[src/rtl/rf_wb_queue.sv]
// Write-back queue in front of the 64x16 register-file write port.
// Buffers ALU and load results in program order, drains one write per cycle,
// and provides a two-port bypass lookup over all queued entries.
module rf_wb_queue #(
    parameter int DEPTH = 4,
    parameter int AW    = 6,
    parameter int DW    = 16
) (
    input  logic                     clk,
    input  logic                     rst_n,
    input  logic                     alu_vld,
    input  logic [AW-1:0]            alu_addr,
    input  logic [DW-1:0]            alu_data,
    input  logic                     ld_vld,
    input  logic [AW-1:0]            ld_addr,
    input  logic [DW-1:0]            ld_data,
    output logic                     stall,
    output logic                     rf_we,
    output logic [AW-1:0]            rf_waddr,
    output logic [DW-1:0]            rf_wdata,
    input  logic [AW-1:0]            byp_addr0,
    input  logic [AW-1:0]            byp_addr1,
    output logic                     byp_hit0,
    output logic                     byp_hit1,
    output logic [DW-1:0]            byp_data0,
    output logic [DW-1:0]            byp_data1,
    output logic [$clog2(DEPTH):0]   count
);

    localparam int PW = $clog2(DEPTH);
    localparam int CW = PW + 1;

    logic [AW-1:0] r_addr [DEPTH];
    logic [DW-1:0] r_data [DEPTH];
    logic [DEPTH-1:0] r_vld;
    logic [PW-1:0] r_head;
    logic [PW-1:0] r_tail;
    logic [CW-1:0] r_count;

    logic          w_ld_push;
    logic          w_alu_push;
    logic          w_pop;
    logic [PW-1:0] w_alu_slot;

    // Stall on registered occupancy only, so two pushes always fit.
    assign stall = (r_count > CW'(DEPTH - 2));
    assign count = r_count;

    // r0 is never written, so pushes to it are dropped before taking a slot.
    assign w_ld_push  = ld_vld  && (ld_addr  != '0) && !stall;
    assign w_alu_push = alu_vld && (alu_addr != '0) && !stall;
    assign w_pop      = (r_count != '0);
    // The load result is older, so it takes the first free slot.
    assign w_alu_slot = r_tail + PW'(w_ld_push);

    assign rf_we    = w_pop;
    assign rf_waddr = r_addr[r_head];
    assign rf_wdata = r_data[r_head];

    // Pointer, occupancy and valid-bit bookkeeping.
    always_ff @(posedge clk or negedge rst_n) begin
        if (!rst_n) begin
            r_head  <= '0;
            r_tail  <= '0;
            r_count <= '0;
            r_vld   <= '0;
        end else begin
            if (w_pop) begin
                r_vld[r_head] <= 1'b0;
                r_head        <= r_head + PW'(1);
            end
            if (w_ld_push)  r_vld[r_tail]     <= 1'b1;
            if (w_alu_push) r_vld[w_alu_slot] <= 1'b1;
            r_tail  <= r_tail + PW'(w_ld_push) + PW'(w_alu_push);
            r_count <= r_count + CW'(w_ld_push) + CW'(w_alu_push) - CW'(w_pop);
        end
    end

    // Payload storage; validity is tracked separately so no reset is needed.
    always_ff @(posedge clk) begin
        if (w_ld_push) begin
            r_addr[r_tail] <= ld_addr;
            r_data[r_tail] <= ld_data;
        end
        if (w_alu_push) begin
            r_addr[w_alu_slot] <= alu_addr;
            r_data[w_alu_slot] <= alu_data;
        end
    end

    // Bypass: scan oldest to youngest so the youngest match overwrites older ones.
    always_comb begin
        byp_hit0  = 1'b0;
        byp_hit1  = 1'b0;
        byp_data0 = '0;
        byp_data1 = '0;
        for (int i = 0; i < DEPTH; i++) begin
            if (r_vld[r_head + PW'(i)] && (byp_addr0 != '0) &&
                (r_addr[r_head + PW'(i)] == byp_addr0)) begin
                byp_hit0  = 1'b1;
                byp_data0 = r_data[r_head + PW'(i)];
            end
            if (r_vld[r_head + PW'(i)] && (byp_addr1 != '0) &&
                (r_addr[r_head + PW'(i)] == byp_addr1)) begin
                byp_hit1  = 1'b1;
                byp_data1 = r_data[r_head + PW'(i)];
            end
        end
    end

endmodule

[config.mk]
export PLATFORM = sky130hd
export DESIGN_NAME = rf_wb_queue
export DESIGN_NICKNAME = d
export VERILOG_FILES = /design/src/rtl/rf_wb_queue.sv
export SDC_FILE = /design/constraint.sdc
export NUM_CORES = 1
export LEC_CHECK = 0
export BUFFER_PORTS_ARGS = -buffer_cell sky130_fd_sc_hd__buf_2
export CORE_AREA = 2 2 174 176
export DETAILED_ROUTE_END_ITERATION = 7
export DIE_AREA = 0 0 176 178
export PLACE_DENSITY = 0.52
export SLEW_MARGIN = 20
export SYNTH_ARGS = -nofsm -noshare
export SYNTH_HDL_FRONTEND = slang
export SYNTH_SLANG_ARGS = --single-unit
[constraint.sdc]
create_clock -name clk -period 4.57 [get_ports clk]
set_input_delay 0.6855 -clock clk [delete_from_list [all_inputs] [get_ports clk]]
set_output_delay 0.6855 -clock clk [all_outputs]
set_load 0.02 [all_outputs]
; ---- Word-level counts from Yosys, hierarchy flattened
; Memories as Yosys holds them, arrays and structs flattened.
; Index checks and enable logic that the tools add are counted.
[word_totals]
reg_bits = 11
ramBits = 88
in_bits = 60
out_inout_bits = 61
elab_cells = 102
n_memories = 2
[classes]
n_addsub = 8
magnitude_cmp = 10
n_eq_ne = 8
mux = 37
bitwise = 4
reduce_logical = 29
[mem_list]
columns = memory, depth, width, rd, rd_ports_with_merged_regs, write_ports, line_no
row1 = r_data, 4, 16, 4, 0, 2, 34  ; logic [DW-1:0] r_data [DEPTH];
row2 = r_addr, 4, 6, 4, 0, 2, 33  ; logic [AW-1:0] r_addr [DEPTH];
[ops]
columns = op, count
row1 = 2-to-1 mux 16 bit, 8
row2 = equality test 6 bit, 8
row3 = nonzero test 6 bit, 4
row4 = logical AND 1 bit, 23
row5 = 2-to-1 mux 1 bit, 19
row6 = less-than comparator 2 x 3 -> 1 bit (second input constant), 6
row7 = 2-to-1 mux 4 bit, 3
row8 = binary-select mux 1 bit (select 2 bit), 4
row9 = OR 4 bit, 2
row10 = adder 3 x 1 -> 3 bit, 2
row11 = demux 1 bit (select 2 bit), 3
row12 = greater-or-equal comparator 2 x 1 -> 1 bit (second input constant), 3
row13 = adder 2 x 1 -> 2 bit, 2
row14 = adder 2 bit (second input constant), 2
row15 = AND 4 bit, 1
row16 = inverter 4 bit, 1
row17 = > comparator 3 x 2 -> 1 bit (second input constant), 1
row18 = nonzero test 3 bit, 1
row19 = subtractor 3 x 1 -> 3 bit, 1
row20 = adder 2 x 1 -> 2 bit (second input constant), 1
row21 = logical NOT 1 bit, 1

; ---- Longest topological paths before layout
[depth]
ltp_word = 11
depth_mapped = 17
depth_no_buf = 10

; ---- Worst setup path before layout
; OpenSTA, ideal clock, no wires.
[synth_path]
kind = reg-to-output
startpoint = register r_head[1]
endpoint = output port byp_data0[12]
t_arrival_ps = 3942
t_required_ps = 3885
setup_slack_ps = -57
path_stages_with_launch = 17
path_buffers = 8
cell_sequence = dfrtp_1 > buf_4 > buf_2 > buf_2 > buf_2 > inv_1 > ha_1 > buf_6 > buf_6 > mux2_2 > a221oi_1 > a31oi_1 > or4b_1 > buf_2 > buf_4 > mux2i_1 > a31oi_1
[synth_between]
elab_chain_len = 8
word_cells_on_any_way = 29
classes_between = add/sub: 3 / eq/ne: 4 / mux: 12 / reduce/logical: 8 / memory: 2
[synth_rtl]
columns = item, line_no
row1 = start: declaration, 36  ; logic [PW-1:0] r_head;
row2 = start signal: assignment, 70  ; r_head <= r_head + PW'(1);
row3 = "parallel branches: the longest is 7 deep, another holds memory read (4 x 6 bit)", n/a
row4 = 2-to-1 mux 16 bit *, 98  ; if (r_vld[r_head + PW'(i)] && (byp_addr0 != '0) &&
row5 = end: declaration, 25  ; output logic [DW-1:0] byp_data0,
; Mark *: on every way between the ends. The select of a mux whose other input is x is not followed.

; ---- Worst setup path in the final report
[layout_path]
startpoint = register r_head[0]
endpoint = output port byp_data1[3]
[layout_between]
elab_chain_len = 8
word_cells_on_any_way = 29
classes_between = add/sub: 3 / eq/ne: 4 / mux: 12 / reduce/logical: 8 / memory: 2
[layout_rtl]
columns = item, line_no
row1 = "parallel branches: the longest is 7 deep, another holds memory read (4 x 6 bit)", n/a
row2 = 2-to-1 mux 16 bit *, 103  ; if (r_vld[r_head + PW'(i)] && (byp_addr1 != '0) &&
row3 = end: declaration, 26  ; output logic [DW-1:0] byp_data1,
; Marks and branches as above.

==> impl_metrics.ini <==
[status]
status = completed

[setup_path]
critPathTopFamily = simple AND/OR/NAND/NOR gates
cpPeakStageDelay_ns = 0.72
cp-start-kind = register
crit_fanout = 45
crit_type = reg2out
crit_slowest_cell = or4_1
cp_cell_sequence = buf_6 -> mux4_2 -> xor2_1 -> or4_1 -> nor2_4 -> a22oi_1 -> a21oi_1 -> buf_2
crit_buf_inv = 2
timing.critical_path.arrival_ns = 3.70
crit_path_end_kind = output port
worstPathRequired_ns = 3.88

[floorplanning]
die_y_microns = 178
io_pins = 121
dieWidth_microns = 176
die_area_sq_um = 31300
start_util = 0.295
coreArea_sq_um = 29400
rows = 63

[power_and_ir_drop]
power_w = 0.00700
seqPwrFrac = 0.231
clockPowerShare = 0.107
p_leak_nw = 3.63
p_comb_frac = 0.662
p_int_w = 0.00394
power_density_nw_per_um2 = 702
switchingPower_w = 0.00306
ir_worst_vdd_uv = 338
p_sw_frac = 0.438

[yosys]
syn_area_sq_um = 8680
ys_ff_latch = 99
synth-seq-area-share = 0.336
ys_types = 61
synth_edf_count = 88
synth_top_flop_cell = edfxtp_1
synth_async_sr_flop_share = 0.111
syn_nets = 744
synth.avg_cell_area_sq_um = 12.9
ys_warn_count = 0
synthCells = 674

[finish]
drive_above_1_share = 0.466
multi_input_area_sq_um = 5420
final_nets = 835
layout_commonest_cell = buf_2
final_cell_mix = 120 x buf_2, 91 x mux2_2, 88 x edfxtp_1
n_fill_cell = 2870
fin_cells = 1167
area_growth_pct = 15.0
seqCellArea_sq_um = 2920

[placement]
io_buffers = 120
gp_congestion = 0.861
place_inst = 1143
hpwl_microns = 19300

[clock_tree]
clk_path_buf_depth = 2
cts_tree = yes
cts_hold_buf = 0
numCtsBuffers = 9
clkSlewWorstSetupHoldPaths_ns = 0.06
clkSinkCount = 99
htree_levels = 3
clockRootBuffer = clkbuf_16
clk_latency_ns = 0.34

[sta]
hold_viol = 0
setup_violations = 0
rsz0062_at_grt = false
fin_worst_skew_ns = 0.00452
fin_crit_sh = 0.961
fin_tns_setup_ns = 0
slew_headroom = 0.332
min_period_ns = 4.39
worst_slew_pin_slew_ns = 1.00
max_freq_ghz = 0.228
slew_viol_final = 0

[global_route]
grtUsageMet1 = 0.243
grt_pass1_wl_microns = 38100
grt_max_degree = 65
grt_pass1_vias = 5962
antenna_found_initial = 10
gr-usage-all-layers = 0.161
gr-total-overflow = 0
grt_use_met3 = 0.0409
met2_usage = 0.227
busiest_layer = met1

[routing]
drc = 0
viasPerCell = 5.44
drtIter0Drc = 456
via_count = 6352
dr.pass1.iters = 5
routed_wl_microns = 25400
ant_nets = 0
wl_per_cell_microns = 21.8

[hold_path]
min-delay-path-class = in2async

[run]
maxCapViolCount = 0
-- final timing paths --
path / from / end / slack (ns) / cells after the start
max: r_head[0] / byp_data1[3] / 0.18 / 8
min: rst_n / count[1] / 0.22 / 1
max reg2reg: count[1] / r_data[0][9] / 1.50 / 10
min reg2reg: r_vld[0] / r_vld[0] / 0.56 / 1
max in group asynchronous: rst_n / r_head[0] / 4.10 / 1
min in group clk: r_vld[0] / r_vld[0] / 0.56 / 1
-- cell families after synthesis --
family | count (synthesis) | share of synthesized area
compound gates | 106 | 0.0849
simple gates | 116 | 0.0731
flops | 99 | 0.336
mux | 215 | 0.390
fa+ha+maj | 10 | 0.0161
buf+inv | 79 | 0.0506
xor+xnor | 49 | 0.0494
-- synthesized netlist by cell type (4+ instances only) --
library cell / count / area [sq um]
a211oi_1: 4 / 30.0
a21o_1: 8 / 60.1
a21oi_1: 22 / 110
a22oi_1: 10 / 75.1
a31oi_1: 12 / 75.1
buf_1: 5 / 18.8
buf_2: 23 / 115
buf_4: 12 / 90.1
buf_6: 7 / 78.8
clkbuf_1: 15 / 56.3
dfrtp_1: 11 / 275
edfxtp_1: 88 / 2640
ha_1: 8 / 100
inv_1: 14 / 52.6
mux2_2: 91 / 1020
mux2i_1: 36 / 360
mux4_1: 5 / 131
mux4_2: 83 / 1870
nand2_1: 41 / 154
nand2b_1: 13 / 81.3
nand3_1: 11 / 55.1
nor2_1: 11 / 41.3
nor3_1: 6 / 30.0
nor3b_1: 10 / 75.1
nor4_1: 4 / 25.0
o2111ai_1: 4 / 35.0
o21ai_0: 6 / 30.0
o22ai_1: 17 / 106
xnor2_1: 40 / 350
xor2_1: 9 / 78.8
-- state kept, by name, summed over array words and instances, names as in the netlist --
signal / flops
r_tail: 2
r_data: 64
count: 3
r_addr: 24
r_vld: 4
r_head: 2
-- power groups by stage --
stage          clock [W]  combinational (W)  sequential [W]
2_1_floorplan          0            0.00364         0.00152
3_3_place_gp           0            0.00463         0.00161
3_5_place_dp           0            0.00462         0.00163
4_1_cts         0.000767            0.00464         0.00161
5_1_grt         0.000800            0.00501         0.00165
6_report        0.000748            0.00464         0.00162
-- area by class of cell --
cell class,count,share of cell area
antenna,7,0.00175
clock buffer,10,0.0229
clock inverter,6,0.00639
inverter,16,0.00602
multi-input combinational,496,0.543
sequential,99,0.293
tap,390,0.0489
timing repair buffer,143,0.0786
-- routing by layer --
metal,wire (microns),part of all wire,vias to the layer above
met4,439,0.017,10
met1,12100,0.48,3181
met5,54,0.0021,-
met3,1940,0.076,35
met2,10800,0.43,224
li1,-,-,2902
-- stage by stage --
step	instance area, sq um	hold slack (ns)	utilization	worst slack (ns)
global placement	9650	0.530	0.328	0.415
global route	9970	0.229	0.339	0.0103
CTS	9950	0.213	0.338	0.0453
finish	9980	0.218	0.340	0.180
detailed placement	9650	0.541	0.328	0.431
floorplan	8720	0.390	-	0.00718
-- timing repair --
action / in CTS / in global routing
setup endpoints to repair: 0 / 19
gates resized for setup: 0 / 2
setup buffers: 0 / 1
-- worst register-to-register path: stages, from the launching register on --
cell,delay [ns]
dfrtp_1,0.36
inv_1,0.10
ha_1,0.20
a21o_1,0.18
nand3_1,0.14
inv_1,0.08
ha_1,0.19
xnor2_1,0.39
and3_1,0.42
buf_4,0.36
mux2_2,0.40
Note: power is estimated with default switching activity, not from simulation.
